$ cat config.mk
export PLATFORM = sky130hd
export DESIGN_NAME = sdram_arbiter_flat
export DESIGN_NICKNAME = d
export VERILOG_FILES = /design/src/rtl/sdram_arbiter_if.sv /design/src/rtl/sdram_arbiter.sv /design/src/flat_wrapper.sv
export SDC_FILE = /design/constraint.sdc
export NUM_CORES = 1
export LEC_CHECK = 0
export CAP_MARGIN = 20
export CORE_AREA = 4 4 125 127
export CTS_CLUSTER_SIZE = 12
export DETAILED_ROUTE_END_ITERATION = 16
export DIE_AREA = 0 0 129 131
export DONT_BUFFER_PORTS = 1
export HOLD_SLACK_MARGIN = 0.03
export SLEW_MARGIN = 15
export SYNTH_ARGS = -nofsm -noshare
export SYNTH_HDL_FRONTEND = slang
export SYNTH_SLANG_ARGS = --single-unit
$ cat constraint.sdc
create_clock -name clk -period 2.7 [get_ports clk]
set_clock_uncertainty 0.05 [all_clocks]
set_input_delay 0 -clock clk [delete_from_list [all_inputs] [get_ports clk]]
set_output_delay 0 -clock clk [all_outputs]
set_load 0.01 [all_outputs]
$ cat src/rtl/sdram_arbiter_if.sv
// Application-side bus between the arbiter (master) and the SDRAM core (slave).
interface sdram_arbiter_if;
    logic        sdram_ready;
    logic        write_fifo_full;
    logic        read_fifo_empty;
    logic [31:0] app_read_data;
    logic        app_write_enable;
    logic        app_read_enable;
    logic [21:0] app_address;
    logic        app_write_pulse;
    logic [31:0] app_write_data;
    logic [3:0]  app_write_mask;
    logic        app_read_pulse;

    modport master (
        input  sdram_ready, write_fifo_full, read_fifo_empty, app_read_data,
        output app_write_enable, app_read_enable, app_address,
               app_write_pulse, app_write_data, app_write_mask, app_read_pulse
    );

    modport slave (
        output sdram_ready, write_fifo_full, read_fifo_empty, app_read_data,
        input  app_write_enable, app_read_enable, app_address,
               app_write_pulse, app_write_data, app_write_mask, app_read_pulse
    );
endinterface

$ cat src/rtl/sdram_arbiter.sv
// Two-port round-robin arbiter in front of the SDRAM core application interface;
// each grant runs one fixed-length read or write transaction to completion.
module sdram_arbiter #(
    parameter int unsigned LEN_WIDTH    = 16,
    parameter int unsigned DRAIN_CYCLES = 64
) (
    input  logic                 clk,
    input  logic                 rst,
    sdram_arbiter_if.master      core,
    input  logic                 p0_req,
    input  logic                 p0_write,
    input  logic [21:0]          p0_address,
    input  logic [LEN_WIDTH-1:0] p0_length,
    output logic                 p0_grant,
    output logic                 p0_done,
    input  logic                 p0_wr_strobe,
    input  logic [31:0]          p0_wr_data,
    input  logic [3:0]           p0_wr_mask,
    output logic                 p0_wr_ready,
    input  logic                 p0_rd_ready,
    output logic                 p0_rd_strobe,
    output logic [31:0]          p0_rd_data,
    input  logic                 p1_req,
    input  logic                 p1_write,
    input  logic [21:0]          p1_address,
    input  logic [LEN_WIDTH-1:0] p1_length,
    output logic                 p1_grant,
    output logic                 p1_done,
    input  logic                 p1_wr_strobe,
    input  logic [31:0]          p1_wr_data,
    input  logic [3:0]           p1_wr_mask,
    output logic                 p1_wr_ready,
    input  logic                 p1_rd_ready,
    output logic                 p1_rd_strobe,
    output logic [31:0]          p1_rd_data
);
    localparam int unsigned DRAIN_W = $clog2(DRAIN_CYCLES + 1);

    typedef enum logic [2:0] {
        S_IDLE, S_SETUP, S_WRITE, S_DRAIN, S_READ, S_RELEASE
    } state_e;

    state_e               state_q, state_d;
    logic                 sel_q, sel_d;
    logic                 write_q, write_d;
    logic [21:0]          addr_q, addr_d;
    logic [21:0]          app_addr_q, app_addr_d;
    logic [LEN_WIDTH-1:0] len_q, len_d;
    logic [LEN_WIDTH-1:0] count_q, count_d;
    logic [DRAIN_W-1:0]   drain_q, drain_d;
    logic                 last_q, last_d;
    logic [1:0]           grant_q, grant_d;
    logic [1:0]           done_q, done_d;
    logic                 rd_strobe_q, rd_strobe_d;
    logic                 wen_q, wen_d;
    logic                 ren_q, ren_d;

    logic wr_ready_c, wr_strobe_c, rd_ready_c, wr_pulse_c, rd_pulse_c, pick_c;

    // Next-state, datapath counters and the combinational FIFO handshakes.
    always_comb begin
        state_d    = state_q;
        sel_d      = sel_q;
        write_d    = write_q;
        addr_d     = addr_q;
        app_addr_d = app_addr_q;
        len_d      = len_q;
        count_d    = count_q;
        drain_d    = drain_q;
        last_d     = last_q;
        grant_d    = grant_q;
        done_d     = 2'b00;
        pick_c     = 1'b0;

        wr_strobe_c = sel_q ? p1_wr_strobe : p0_wr_strobe;
        rd_ready_c  = sel_q ? p1_rd_ready  : p0_rd_ready;
        // Handshakes are gated by sdram_ready so nothing moves in an aborting cycle.
        wr_ready_c  = (state_q == S_WRITE) && core.sdram_ready &&
                      !core.write_fifo_full && (count_q < len_q);
        wr_pulse_c  = wr_ready_c && wr_strobe_c;
        rd_pulse_c  = (state_q == S_READ) && core.sdram_ready &&
                      !core.read_fifo_empty && rd_ready_c && (count_q < len_q);

        case (state_q)
            S_IDLE: begin
                if (core.sdram_ready && (p0_req || p1_req)) begin
                    pick_c  = (p0_req && p1_req) ? ~last_q : p1_req;
                    sel_d   = pick_c;
                    write_d = pick_c ? p1_write   : p0_write;
                    addr_d  = pick_c ? p1_address : p0_address;
                    len_d   = pick_c ? p1_length  : p0_length;
                    grant_d = pick_c ? 2'b10 : 2'b01;
                    state_d = S_SETUP;
                end
            end
            S_SETUP: begin
                app_addr_d = addr_q;
                count_d    = '0;
                if (len_q == '0)  state_d = S_RELEASE;
                else if (write_q) state_d = S_WRITE;
                else              state_d = S_READ;
            end
            S_WRITE: begin
                if (wr_pulse_c) begin
                    count_d = count_q + LEN_WIDTH'(1);
                    if (count_d == len_q) begin
                        state_d = S_DRAIN;
                        drain_d = '0;
                    end
                end
            end
            S_DRAIN: begin
                if (drain_q == DRAIN_W'(DRAIN_CYCLES - 1)) state_d = S_RELEASE;
                else drain_d = drain_q + DRAIN_W'(1);
            end
            S_READ: begin
                if (rd_pulse_c) count_d = count_q + LEN_WIDTH'(1);
                // Final word is being delivered this cycle.
                if (rd_strobe_q && (count_q == len_q)) state_d = S_RELEASE;
            end
            S_RELEASE: begin
                grant_d = 2'b00;
                done_d  = sel_q ? 2'b10 : 2'b01;
                last_d  = sel_q;
                state_d = S_IDLE;
            end
            default: state_d = S_IDLE;
        endcase

        // Loss of sdram_ready abandons the transaction silently.
        if ((state_q != S_IDLE) && !core.sdram_ready) begin
            state_d = S_IDLE;
            grant_d = 2'b00;
            done_d  = 2'b00;
            last_d  = last_q;
        end

        wen_d       = (state_d == S_WRITE) || (state_d == S_DRAIN);
        ren_d       = (state_d == S_READ);
        rd_strobe_d = rd_pulse_c;
    end

    always_ff @(posedge clk) begin
        if (rst) begin
            state_q     <= S_IDLE;
            sel_q       <= 1'b0;
            write_q     <= 1'b0;
            addr_q      <= '0;
            app_addr_q  <= '0;
            len_q       <= '0;
            count_q     <= '0;
            drain_q     <= '0;
            last_q      <= 1'b1;
            grant_q     <= 2'b00;
            done_q      <= 2'b00;
            rd_strobe_q <= 1'b0;
            wen_q       <= 1'b0;
            ren_q       <= 1'b0;
        end else begin
            state_q     <= state_d;
            sel_q       <= sel_d;
            write_q     <= write_d;
            addr_q      <= addr_d;
            app_addr_q  <= app_addr_d;
            len_q       <= len_d;
            count_q     <= count_d;
            drain_q     <= drain_d;
            last_q      <= last_d;
            grant_q     <= grant_d;
            done_q      <= done_d;
            rd_strobe_q <= rd_strobe_d;
            wen_q       <= wen_d;
            ren_q       <= ren_d;
        end
    end

    assign core.app_write_enable = wen_q;
    assign core.app_read_enable  = ren_q;
    assign core.app_address      = app_addr_q;
    assign core.app_write_pulse  = wr_pulse_c;
    assign core.app_write_data   = sel_q ? p1_wr_data : p0_wr_data;
    assign core.app_write_mask   = sel_q ? p1_wr_mask : p0_wr_mask;
    assign core.app_read_pulse   = rd_pulse_c;

    // Core read data is valid the cycle after the pop, alongside the strobe.
    assign p0_grant     = grant_q[0];
    assign p0_done      = done_q[0];
    assign p0_wr_ready  = wr_ready_c && !sel_q;
    assign p0_rd_strobe = rd_strobe_q && !sel_q;
    assign p0_rd_data   = p0_rd_strobe ? core.app_read_data : 32'h0;

    assign p1_grant     = grant_q[1];
    assign p1_done      = done_q[1];
    assign p1_wr_ready  = wr_ready_c && sel_q;
    assign p1_rd_strobe = rd_strobe_q && sel_q;
    assign p1_rd_data   = p1_rd_strobe ? core.app_read_data : 32'h0;
endmodule

$ cat src/flat_wrapper.sv
// flat-port wrapper written by rule: the top's interface ports become plain ports
module sdram_arbiter_flat 
#(
    parameter int unsigned LEN_WIDTH    = 16,
    parameter int unsigned DRAIN_CYCLES = 64
)
  (clk, rst, p0_req, p0_write, p0_address, p0_length, p0_grant, p0_done, p0_wr_strobe, p0_wr_data, p0_wr_mask, p0_wr_ready, p0_rd_ready, p0_rd_strobe, p0_rd_data, p1_req, p1_write, p1_address, p1_length, p1_grant, p1_done, p1_wr_strobe, p1_wr_data, p1_wr_mask, p1_wr_ready, p1_rd_ready, p1_rd_strobe, p1_rd_data, core_sdram_ready, core_write_fifo_full, core_read_fifo_empty, core_app_read_data, core_app_write_enable, core_app_read_enable, core_app_address, core_app_write_pulse, core_app_write_data, core_app_write_mask, core_app_read_pulse);
  sdram_arbiter_if core_i ();
  input  logic clk;
  input  logic rst;
  input  logic p0_req;
  input  logic p0_write;
  input  logic [21:0] p0_address;
  input  logic [LEN_WIDTH-1:0] p0_length;
  output logic p0_grant;
  output logic p0_done;
  input  logic p0_wr_strobe;
  input  logic [31:0] p0_wr_data;
  input  logic [3:0] p0_wr_mask;
  output logic p0_wr_ready;
  input  logic p0_rd_ready;
  output logic p0_rd_strobe;
  output logic [31:0] p0_rd_data;
  input  logic p1_req;
  input  logic p1_write;
  input  logic [21:0] p1_address;
  input  logic [LEN_WIDTH-1:0] p1_length;
  output logic p1_grant;
  output logic p1_done;
  input  logic p1_wr_strobe;
  input  logic [31:0] p1_wr_data;
  input  logic [3:0] p1_wr_mask;
  output logic p1_wr_ready;
  input  logic p1_rd_ready;
  output logic p1_rd_strobe;
  output logic [31:0] p1_rd_data;
  input wire logic [$bits(core_i.sdram_ready)-1:0] core_sdram_ready;
  input wire logic [$bits(core_i.write_fifo_full)-1:0] core_write_fifo_full;
  input wire logic [$bits(core_i.read_fifo_empty)-1:0] core_read_fifo_empty;
  input wire logic [$bits(core_i.app_read_data)-1:0] core_app_read_data;
  output wire logic [$bits(core_i.app_write_enable)-1:0] core_app_write_enable;
  output wire logic [$bits(core_i.app_read_enable)-1:0] core_app_read_enable;
  output wire logic [$bits(core_i.app_address)-1:0] core_app_address;
  output wire logic [$bits(core_i.app_write_pulse)-1:0] core_app_write_pulse;
  output wire logic [$bits(core_i.app_write_data)-1:0] core_app_write_data;
  output wire logic [$bits(core_i.app_write_mask)-1:0] core_app_write_mask;
  output wire logic [$bits(core_i.app_read_pulse)-1:0] core_app_read_pulse;
  assign core_i.sdram_ready = core_sdram_ready;
  assign core_i.write_fifo_full = core_write_fifo_full;
  assign core_i.read_fifo_empty = core_read_fifo_empty;
  assign core_i.app_read_data = core_app_read_data;
  assign core_app_write_enable = core_i.app_write_enable;
  assign core_app_read_enable = core_i.app_read_enable;
  assign core_app_address = core_i.app_address;
  assign core_app_write_pulse = core_i.app_write_pulse;
  assign core_app_write_data = core_i.app_write_data;
  assign core_app_write_mask = core_i.app_write_mask;
  assign core_app_read_pulse = core_i.app_read_pulse;
  sdram_arbiter #(.LEN_WIDTH(LEN_WIDTH), .DRAIN_CYCLES(DRAIN_CYCLES)) u_core (.clk(clk), .rst(rst), .core(core_i), .p0_req(p0_req), .p0_write(p0_write), .p0_address(p0_address), .p0_length(p0_length), .p0_grant(p0_grant), .p0_done(p0_done), .p0_wr_strobe(p0_wr_strobe), .p0_wr_data(p0_wr_data), .p0_wr_mask(p0_wr_mask), .p0_wr_ready(p0_wr_ready), .p0_rd_ready(p0_rd_ready), .p0_rd_strobe(p0_rd_strobe), .p0_rd_data(p0_rd_data), .p1_req(p1_req), .p1_write(p1_write), .p1_address(p1_address), .p1_length(p1_length), .p1_grant(p1_grant), .p1_done(p1_done), .p1_wr_strobe(p1_wr_strobe), .p1_wr_data(p1_wr_data), .p1_wr_mask(p1_wr_mask), .p1_wr_ready(p1_wr_ready), .p1_rd_ready(p1_rd_ready), .p1_rd_strobe(p1_rd_strobe), .p1_rd_data(p1_rd_data));
endmodule
==> reports/summary.md, run 1 <==
* 6 — antenna violations before repair
* 33.0% — sequential element share of the synthesized area
* -0.361 ns — placement-stage worst setup slack
* 96 — post-synthesis sequential element count
* 0 — count of max-cap constraint violations
* 10 — path depth of the worst reg2reg path
* 1 — worst hold path cell count
* 451 nW/um^2 — power density over the cells
* 5 — peak fanout along the critical path
* 1046 — number of nets in the layout
* 12 — count of final hold-check violations
* 1.04 — GPL Wtd Cong
* 53.4% — headroom to the max-slew limit
* sky130_fd_sc_hd__dfxtp_1 — Main synth FF type
* u_core.drain_q[1] — capture point of the worst reg-to-reg path
* sky130_fd_sc_hd__or4_4 — Slowest cell on crit path
* rst — beginning of the worst hold path
* 0% — async set-or-reset flop fraction in the synthesized netlist
* 3.40 nW — standby leakage power
* 925 — cell total after placement
* -0.271 ns — hold slack final
* 110% — crit share post-route
* 26.5% — Global Route Usage Sum
* 15 — number of setup violations in the final report
* sky130_fd_sc_hd__dfxtp_1 — most area-hungry cell type in the Yosys netlist
* 5814 — DR vias
* register — type of element launching the critical path
* simple AND/OR/NAND/NOR gates — Crit path max-delay family
* 96 — Num Clock Sinks
* 3.21 ns — Crit path arrival time
* 2 — maximum buffer depth of the clock tree
* 0 — number of enable-type register cells in the synthesized netlist
* 26.8% — layout cells sized above 1
* 0 — number of routed nets with antenna violations
* finished, violations left — outcome
* 0.698 ns — transition time at the pin with the least slew margin
* 44 — number of rows created at floorplan
* -0.28 ns — worst setup slack for register-to-register paths
* 707 — cell count after synthesis
* 0.07 ns — clock slew seen by the registers of the worst setup and hold paths
* 0 — n_diodes
* 0 — total congestion overflow after global routing
* 54 — count of distinct cell types in the synthesized netlist
* 5656 — number of global-route vias before repair
* 1 — Buf+Inv Stages, Crit Path
* hold timing, setup timing — failing checks
* 70 — CTS Hold Buffers Added
* 0 — remaining routing DRC violations
* 3 — H-Tree Depth
* 23.1 um — Routed WL per cell
* 9 — number of clock buffers inserted by TritonCTS
* 0 — count of yosys warnings during synthesis
* 16900 um^2 — full die area
* 56.1% — Final Util
* 0.35 ns — worst skew pair latency
* 2.98 ns — time the worst path needs with I/O delays and setup
* 0.000380 V — Max VDD drop
* 39.2% — synthesis-to-finish area growth
* 1024 — Finished Layout Cells
* in2reg — type of the most critical hold path
* 4 — router iterations before antenna repair
* 14400 um^2 — Std-Cell Core Area
* reg2reg — crit path kind
* sky130_fd_sc_hd__clkbuf_16 — CTS root buf
* 17900 um — Detailed Place HPWL
* 918 — Post-Syn Nets
* 33600 um — first-pass GRT wire length
* -0.276 ns — setup slack of the critical path after layout
* 40.3% — effective utilization at floorplan
* sky130_fd_sc_hd__or4_4 — crit-path most repeated cell
* 5.68 — Vias/cell
* register — Worst Setup End Kind
* sky130_fd_sc_hd__dfxtp_1 33%, sky130_fd_sc_hd__mux2i_1 7.1%, sky130_fd_sc_hd__mux2_2 7.0% — Area contributors post-synth
* built — TritonCTS clock tree
* 2.93 ns — required time of the critical path
* 322 — initial detailed-routing violation count
* 327 — number of primary I/O pins
* 0 — buffers added on ports
* ha_4 -> nand3_4 -> buf_6 -> or4_4 -> xnor2_2 -> nand2_1 -> or4_1 -> or4_4 -> a2111oi_4 -> o21bai_1 — crit path cell chain
* 0 — count of pins over their slew limit
* 5820 um^2 — post-synthesis instance area
* 83 — maximum number of pins on one net before global-route repair
* 129 um — horizontal extent of the die
* u_core.drain_q[6] — Hold EP
* 336 MHz — Achievable Freq
* 8.23 um^2 — mean instance size in the synthesized netlist
* 0.54 ns — largest stage delay on the critical path
* 23700 um — Post-Route WL
* true — setup repair after global routing missed its margin
* 33.0% — top cell type's share of synthesized area
* u_core.count_q[0] — beginning of the worst register-to-register path
* 131 um — Die H
==> cell type report <==
cell class / instances / area (um^2)
Clock buffer: 10 / 229
Fill cell: 1301 / 6330
Clock inverter: 6 / 52.6
Inverter: 23 / 86.3
Sequential cell: 96 / 1950
Tap cell: 184 / 230
Timing Repair Buffer: 166 / 1500
Multi-Input combinational cell: 539 / 4050
==> stage by stage <==
stage / TNS, ns / total power [mW] / cell area, um^2
2_1_floorplan: -0.530 / 2.05 / 5870
3_3_place_gp: -3.22 / 2.26 / 6570
3_5_place_dp: -4.34 / 2.27 / 6570
4_1_cts: -0.952 / 3.63 / 7790
5_1_grt: -4.49 / 3.82 / 8100
6_report: -2.35 / 3.65 / 8100
==> sequential cells by signal (all words and copies together), names as in the netlist <==
name	cells
u_core.len_q	16
u_core.drain_q	7
u_core.done_q	2
u_core.count_q	16
u_core.state_q	3
u_core.rd_strobe_q	1
u_core.grant_q	2
u_core.core.app_write_enable	1
u_core.core.app_address	22
u_core.addr_q	22
u_core.core.app_read_enable	1
u_core.sel_q	1
u_core.write_q	1
u_core.last_q	1
==> placed cells by master (no fill, tap or decap), drive strengths merged, types with 5 or more instances in the layout <==
master,n
a21oi,38
inv,26
o31ai,8
clkbuf,10
a211oi,40
nand2,63
mux2,36
nor2,78
dlygate4sd3,69
nor4,11
nor3,12
and3,34
nand4,7
xnor2,16
dfxtp,96
nor2b,10
buf,96
mux2i,41
nand3,14
o21ai,24
ha,18
xor2,11
and2,34
o41ai,5
==> Yosys cell counts (12+ instances only) <==
cell	count
sky130_fd_sc_hd__nand2_1	63
sky130_fd_sc_hd__mux2_2	36
sky130_fd_sc_hd__o21ai_0	24
sky130_fd_sc_hd__a21oi_1	38
sky130_fd_sc_hd__ha_1	18
sky130_fd_sc_hd__mux2i_1	41
sky130_fd_sc_hd__nor2_1	78
sky130_fd_sc_hd__xnor2_1	16
sky130_fd_sc_hd__nor3_1	12
sky130_fd_sc_hd__nand3_1	13
sky130_fd_sc_hd__and2_1	34
sky130_fd_sc_hd__and3_1	34
sky130_fd_sc_hd__clkbuf_1	46
sky130_fd_sc_hd__dfxtp_1	96
sky130_fd_sc_hd__inv_1	23
sky130_fd_sc_hd__a211oi_1	40
==> cell families (layout without fill, tap and decap cells) <==
group                    Yosys count  count (layout)  share of synthesized area (%)
multiplexers                      77              77                           14.0
buffers and inverters             72             205                           4.69
adder cells (fa/ha/maj)           19              19                           4.04
XOR/XNOR                          28              28                           4.45
flip-flops                        96              96                           33.0
AO/OA/AOI/OAI                    133             133                           15.1
AND/OR/NAND/NOR                  282             282                           24.6
==> worst max-delay path by stage <==
stage / start / endpoint / slack, ns / cells past startpoint
floorplan: u_core.count_q[5] / u_core.drain_q[1] / -0.16 / 9
global placement: u_core.len_q[15] / u_core.drain_q[1] / -0.29 / 11
detailed placement: u_core.len_q[14] / u_core.drain_q[1] / -0.36 / 11
CTS: u_core.count_q[1] / u_core.drain_q[1] / -0.21 / 10
global route: u_core.len_q[13] / u_core.drain_q[1] / -0.43 / 10
finish: u_core.count_q[0] / u_core.drain_q[1] / -0.28 / 10
==> power breakdown <==
group,internal [mW],switching (mW),leakage [nW]
logic,0.416,0.446,2.47
registers,1.50,0.0600,0.792
clock network,0.640,0.591,0.132
total,2.56,1.10,3.40
==> timing repair <==
item	4_1_cts	5_1_grt
resized for setup	36	64
gates cloned	2	1
pin swaps	17	16
endpoints found under the setup margin	24	23
endpoints found under the hold margin	89	19
buffers inserted	6	7
==> routing by layer <==
layer / vias to the layer above / GRT usage (%) / share of wire, %
li1: 2766 / - / -
met2: 245 / 44.2 / 49
met5: - / 0 / 0.055
met1: 2768 / 33.1 / 41
met3: 33 / 6.87 / 7.3
met4: 2 / 9.39 / 3.1
(Power assumes the default switching activity.)
==> run 2, diff against run 1 <==
CELL_PAD_IN_SITES_DETAIL_PLACEMENT = 1   (was default)
CELL_PAD_IN_SITES_GLOBAL_PLACEMENT = 1   (was default)
CORE_AREA = 4 4 124 126   (was 4 4 125 127)
DIE_AREA = 0 0 128 130   (was 0 0 129 131)
PLACE_DENSITY_LB_ADDON = 0.1   (was default)
clock period = 3.3 ns   (was 2.7 ns; I/O delays follow)
==> run 2 against run 1 <==
Compared with the run above: the flow now finishes without violations; core utilization down 5.4 points; largest cell class unchanged; count of clock-buffer cells in the layout down 1; register-to-register slack better by 0.45 ns; critical path type unchanged; critical endpoint unchanged; setup slack better by 0.45 ns; largest power group unchanged; combinational power down 27%.
==> reports/summary.md, run 2 (synthesis results as in run 1) <==
* u_core.drain_q[1] — capture point of the worst path
* 14300 um^2 — Std-Cell Core Area
* 2.78 nW — standby leakage power
* 0.920 — GPL Wtd Cong
* 408 nW/um^2 — power density over the cells
* 24400 um — Post-Route WL
* 25.1 um — Routed WL per cell
* 2.97 mW — Final Power
* 327 — number of primary I/O pins
* 96 — Num Clock Sinks
* 43.5% — share of total power in sequential cells
* 320 MHz — Achievable Freq
* 0 — postcts setup bufs
* 82 — maximum number of pins on one net before global-route repair
* complete, no violations — outcome
* 0.58 ns — largest stage delay on the critical path
* 14 — antenna violations before repair
* 0 — number of setup violations in the final report
* 27.7% — Global Route Usage Sum
* 263 — initial detailed-routing violation count
* 8 — path depth of the worst reg2reg path
* 24.9% — synthesis-to-finish area growth
* 3.13 ns — time the worst path needs with I/O delays and setup
* 0.923 mW — Psw
* 1.00 ns — transition time at the pin with the least slew margin
* 0.07 ns — clock slew seen by the registers of the worst setup and hold paths
* sky130_fd_sc_hd__or4_4 — Slowest cell on crit path
* 2.04 mW — internal power component
* 94.8% — crit share post-route
* sky130_fd_sc_hd__dfxtp_1 — most common library cell in the layout ignoring fill and taps
* 35.1% — fraction of power consumed by the clock network
* 21.3% — combinational group share of total power
* 3.54 ns — required time of the critical path
* 0 — count of pins over their slew limit
* 9 — peak fanout along the critical path
* sky130_fd_sc_hd__or4_4 — crit-path most repeated cell
* u_core.drain_q[1] — capture point of the worst reg-to-reg path
* nand4_4 -> or4_4 -> xnor2_1 -> nand2_1 -> or4_1 -> or4_4 -> a2111oi_4 -> o21bai_1 — crit path cell chain
* 989 — number of nets in the layout
* 0.000273 V — Max VDD drop
* 0 — remaining routing DRC violations
* 16600 um^2 — full die area
* 130 um — Die H
* 0 — total congestion overflow after global routing
* 5.87 — Vias/cell
* 0 — count of max-cap constraint violations
* 40.6% — effective utilization at floorplan
* 3 — H-Tree Depth
* 17500 um — Detailed Place HPWL
* 50.8% — Final Util
* 9 — number of clock buffers inserted by TritonCTS
* 3.37 ns — Crit path arrival time
* 0.17 ns — worst setup slack for register-to-register paths
* built — TritonCTS clock tree
* 0 — number of routed nets with antenna violations
* 0.36 ns — worst skew pair latency
* 12.1% — layout cells sized above 1
* u_core.count_q[6] — worst setup path start
* 128 um — horizontal extent of the die
* 0 ns — TNS Setup
* 4 — router iterations before antenna repair
* reg2reg — crit path kind
* 1649 — Layout fillers
* false — setup repair after global routing missed its margin
* 5716 — DR vias
* register — Worst Setup End Kind
* 35000 um — first-pass GRT wire length
* 2 — maximum buffer depth of the clock tree
* u_core.count_q[6] — beginning of the worst register-to-register path
* 93 x sky130_fd_sc_hd__dfxtp_1, 84 x sky130_fd_sc_hd__dlygate4sd3_1, 78 x sky130_fd_sc_hd__nor2_1, 63 x sky130_fd_sc_hd__nand2_1, 41 x sky130_fd_sc_hd__mux2i_1 — top library cells by usage in the layout, fill and taps aside
* 0 — count of final hold-check violations
* 5919 — number of global-route vias before repair
* 44 — number of rows created at floorplan
* in2reg — type of the most critical hold path
* 31.1% — proportion of total power due to net switching
* 0 — buffers added on ports
* 32.9% — headroom to the max-slew limit
* sky130_fd_sc_hd__clkbuf_16 — CTS root buf
* register — type of element launching the critical path
run 2: cell types whose count changed in the layout (fill, tap and decap cells not counted), sizes merged:
| cell | delta |
|---|---|
| buf | -71 |
| clkbuf | -1 |
| clkinv | +5 |
| clkinvlp | -2 |
| diode | +6 |
| dlygate4sd3 | +15 |
| dlymetal6s4s | -1 |
| inv | -2 |
run 2: stage by stage:
step                      instances  hold WS, ns  worst slack (ns)  instance area, um^2
after detailed placement        866       0.0341            0.0824                 6080
after global placement          866       0.0268             0.172                 6080
after floorplan                 707       0.0944             0.333                 5820
after global routing            970        0.101            0.0442                 7260
final                           973       0.0894             0.170                 7270
after CTS                       967       0.0807            0.0596                 7240
run 2: worst min-delay path by stage:
stage	startpoint	end	slack, ns	cells after the start
6_report	core_sdram_ready	u_core.grant_q[0]	0.09	4
5_1_grt	core_app_read_data[19]	p0_rd_data[19]	0.10	1
4_1_cts	core_sdram_ready	u_core.grant_q[0]	0.08	4
3_5_place_dp	rst	u_core.sel_q	0.03	1
3_3_place_gp	rst	u_core.sel_q	0.03	1
2_1_floorplan	core_app_read_data[0]	p0_rd_data[0]	0.09	1
run 2: per-layer routing:
metal  GRT usage, %  routed length (um)  vias to the layer above
met3           10.3                2520                       43
li1               -                   -                     2654
met2           47.8               12000                      263
met5              0                 103                        -
met4           8.86                 431                       18
met1           32.1                9350                     2738
run 2: final cells by class:
class | instances | area, um^2 | area share, %
Inverter | 23 | 86.3 | 1.19
Timing Repair Buffer | 109 | 1060 | 14.6
Clock buffer | 9 | 225 | 3.10
Tap cell | 184 | 230 | 3.17
Antenna cell | 6 | 15.0 | 0.207
Multi-Input combinational cell | 539 | 3660 | 50.3
Sequential cell | 96 | 1930 | 26.5
Clock inverter | 7 | 67.6 | 0.930
run 2: power by group through the flow:
stage                     combinational [mW]  clock (mW)  sequential (mW)
final                                  0.633        1.04             1.29
after floorplan                        0.377           0             1.30
after CTS                              0.618        1.07             1.29
after global routing                   0.690        1.11             1.30
after global placement                 0.491           0             1.31
after detailed placement               0.499           0             1.32
run 2: critical path: cells and delay by family, from the launching register on:
kind,cells,cell delay [ns]
simple gates,5,1.76
compound gates,2,0.49
flops,1,0.57
xor+xnor,1,0.19
run 2: timing repair:
item,4_1_cts,5_1_grt
hold buffers,85,0
endpoints found under the setup margin,0,6
gates resized for setup,0,5
hold endpoints to repair,84,0
==> run 3, diff against run 2 <==
PLACE_DENSITY = 0.85   (was default)
PLACE_DENSITY_LB_ADDON = default   (was 0.1)
==> run 3 against run 2 <==
Compared with the run above: core utilization grew 0.052 points; power grew 3.6%; combinational power up 7.7%; clock power is 4% higher; setup slack got worse by 0.045 ns; non-clock buffer count decreased by 1; final area grew 0.10%; critical endpoint unchanged; flip-flop and latch count is the same; die area stayed put.
==> reports/summary.md, run 3 (synthesis results as in run 1) <==
* complete, no violations — outcome
* 0.979 — GPL Wtd Cong
* register — type of element launching the critical path
* 327 — number of primary I/O pins
* 0.674 ns — transition time at the pin with the least slew margin
* 10 — path depth of the worst reg2reg path
* 6026 — DR vias
* 13.7% — layout cells sized above 1
* 0 — count of final hold-check violations
* 3.53 ns — required time of the critical path
* 0 — total congestion overflow after global routing
* 315 MHz — Achievable Freq
* 82 — maximum number of pins on one net before global-route repair
* 6.23 — Vias/cell
* 0.0423 ns — hold slack final
* in2reg — type of the most critical hold path
* sky130_fd_sc_hd__clkbuf_16 — CTS root buf
* 0 — number of setup violations in the final report
* 32.1% — proportion of total power due to net switching
* 0.13 ns — worst setup slack for register-to-register paths
* 3670 um^2 — combined area of the multi-input logic cells
* 28600 um — Post-Route WL
* 82 x sky130_fd_sc_hd__dlygate4sd3_1, 82 x sky130_fd_sc_hd__dfxtp_1, 78 x sky130_fd_sc_hd__nor2_1, 63 x sky130_fd_sc_hd__nand2_1, 41 x sky130_fd_sc_hd__mux2i_1 — top library cells by usage in the layout, fill and taps aside
* 0.125 ns — setup slack of the critical path after layout
* 0.36 ns — worst skew pair latency
* 50.8% — Final Util
* 9 — number of clock buffers inserted by TritonCTS
* 22.2% — combinational group share of total power
* 0 — number of routed nets with antenna violations
* 55.1% — headroom to the max-slew limit
* 3.41 ns — Crit path arrival time
* 2 — maximum buffer depth of the clock tree
* 14300 um^2 — Std-Cell Core Area
* 25.1% — synthesis-to-finish area growth
* 3 — H-Tree Depth
* 3.07 mW — Final Power
* 40.6% — effective utilization at floorplan
* 0.000269 V — Max VDD drop
* 128 um — horizontal extent of the die
* 29.6 um — Routed WL per cell
* 35.2% — fraction of power consumed by the clock network
* 0 — remaining routing DRC violations
* 44 — number of rows created at floorplan
* 0 — buffers added on ports
* register — Worst Setup End Kind
* 96.2% — crit share post-route
* 6070 um^2 — area after detailed placement
* 0.0225 ns — placement-stage worst setup slack
* 18500 um — Detailed Place HPWL
* 409 — initial detailed-routing violation count
* reg2reg — crit path kind
* 40700 um — first-pass GRT wire length
* 42.5% — share of total power in sequential cells
* 3.17 ns — time the worst path needs with I/O delays and setup
* 6 — peak fanout along the critical path
* 6434 — number of global-route vias before repair
* 16600 um^2 — full die area
* 32.4% — Global Route Usage Sum
* 4 — router iterations before antenna repair
* 0 ns — TNS Setup
* 422 nW/um^2 — power density over the cells
* 0 — count of pins over their slew limit
* 96 — Num Clock Sinks
* 988 — number of nets in the layout
* 2.09 mW — internal power component
* 0.986 mW — Psw
* built — TritonCTS clock tree
* 0 — count of max-cap constraint violations
* 1940 um^2 — register cell area after layout
* 130 um — Die H
* 0.07 ns — clock slew seen by the registers of the worst setup and hold paths
* 2.79 nW — standby leakage power
* 967 — Finished Layout Cells
* 3 — worst hold path cell count
* 1659 — Layout fillers
* 866 — cell total after placement
* 7280 um^2 — post-route cell area
* 0 — antenna violations before repair
==> run 3: cell types whose count changed in the layout (fill, tap and decap cells not counted), moves of 2 or more <==
cell                            change
sky130_fd_sc_hd__dfxtp_2           +11
sky130_fd_sc_hd__inv_6              +3
sky130_fd_sc_hd__dlygate4sd3_1      -2
sky130_fd_sc_hd__diode_2            -5
sky130_fd_sc_hd__dfxtp_1           -11
sky130_fd_sc_hd__clkinv_4           -4
sky130_fd_sc_hd__clkbuf_8           +2
==> run 3: critical path, stage by stage, from the launching register on <==
cell                        delay [ns]
sky130_fd_sc_hd__dfxtp_2          0.38
sky130_fd_sc_hd__inv_1            0.07
sky130_fd_sc_hd__ha_1             0.31
sky130_fd_sc_hd__nand4_1          0.17
sky130_fd_sc_hd__nor2_1           0.08
sky130_fd_sc_hd__nor4b_2          0.31
sky130_fd_sc_hd__nand4_1          0.17
sky130_fd_sc_hd__or4_1            0.53
sky130_fd_sc_hd__or4_4            0.50
sky130_fd_sc_hd__a2111oi_4        0.38
sky130_fd_sc_hd__o21bai_1         0.16
==> run 3: path summary, 6_finish.rpt <==
path / start / to
worst max-delay path: u_core.len_q[14] / u_core.drain_q[1]
worst max register to register: u_core.len_q[14] / u_core.drain_q[1]
worst min-delay path: p0_rd_ready / u_core.rd_strobe_q
worst min register to register: u_core.addr_q[16] / u_core.core.app_address[16]
==> run 3: timing repair <==
action	CTS	global route
pin swaps	0	2
buffers inserted	0	1
endpoints found under the setup margin	1	6
hold buffers	83	0
gates resized for setup	1	18
endpoints found under the hold margin	84	0
==> run 3: routing by layer <==
metal  wire length, um  track usage [%]  vias to the layer above  part of all wire, %
met1              9760             33.1                     2945                   34
met2             15400             62.8                      356                   54
met5                 0                0                        -                    0
met4              1090             11.7                        0                  3.8
li1                  -                -                     2646                    -
met3              2340             8.76                       79                  8.2
==> run 3: power by group through the flow <==
stage	logic [mW]	clock network, mW	registers [mW]
global placement	0.495	0	1.31
finish	0.682	1.08	1.31
global route	0.726	1.13	1.31
detailed placement	0.512	0	1.32
CTS	0.632	1.06	1.29
floorplan	0.377	0	1.30
==> run 3: area by class of cell <==
cell class | count | share of cell area [%]
Multi-Input combinational cell | 539 | 50.5
Timing Repair Buffer | 108 | 14.4
Sequential cell | 96 | 26.7
Antenna cell | 1 | 0.0344
Inverter | 23 | 1.19
Clock inverter | 5 | 0.619
Tap cell | 184 | 3.16
Clock buffer | 11 | 3.47
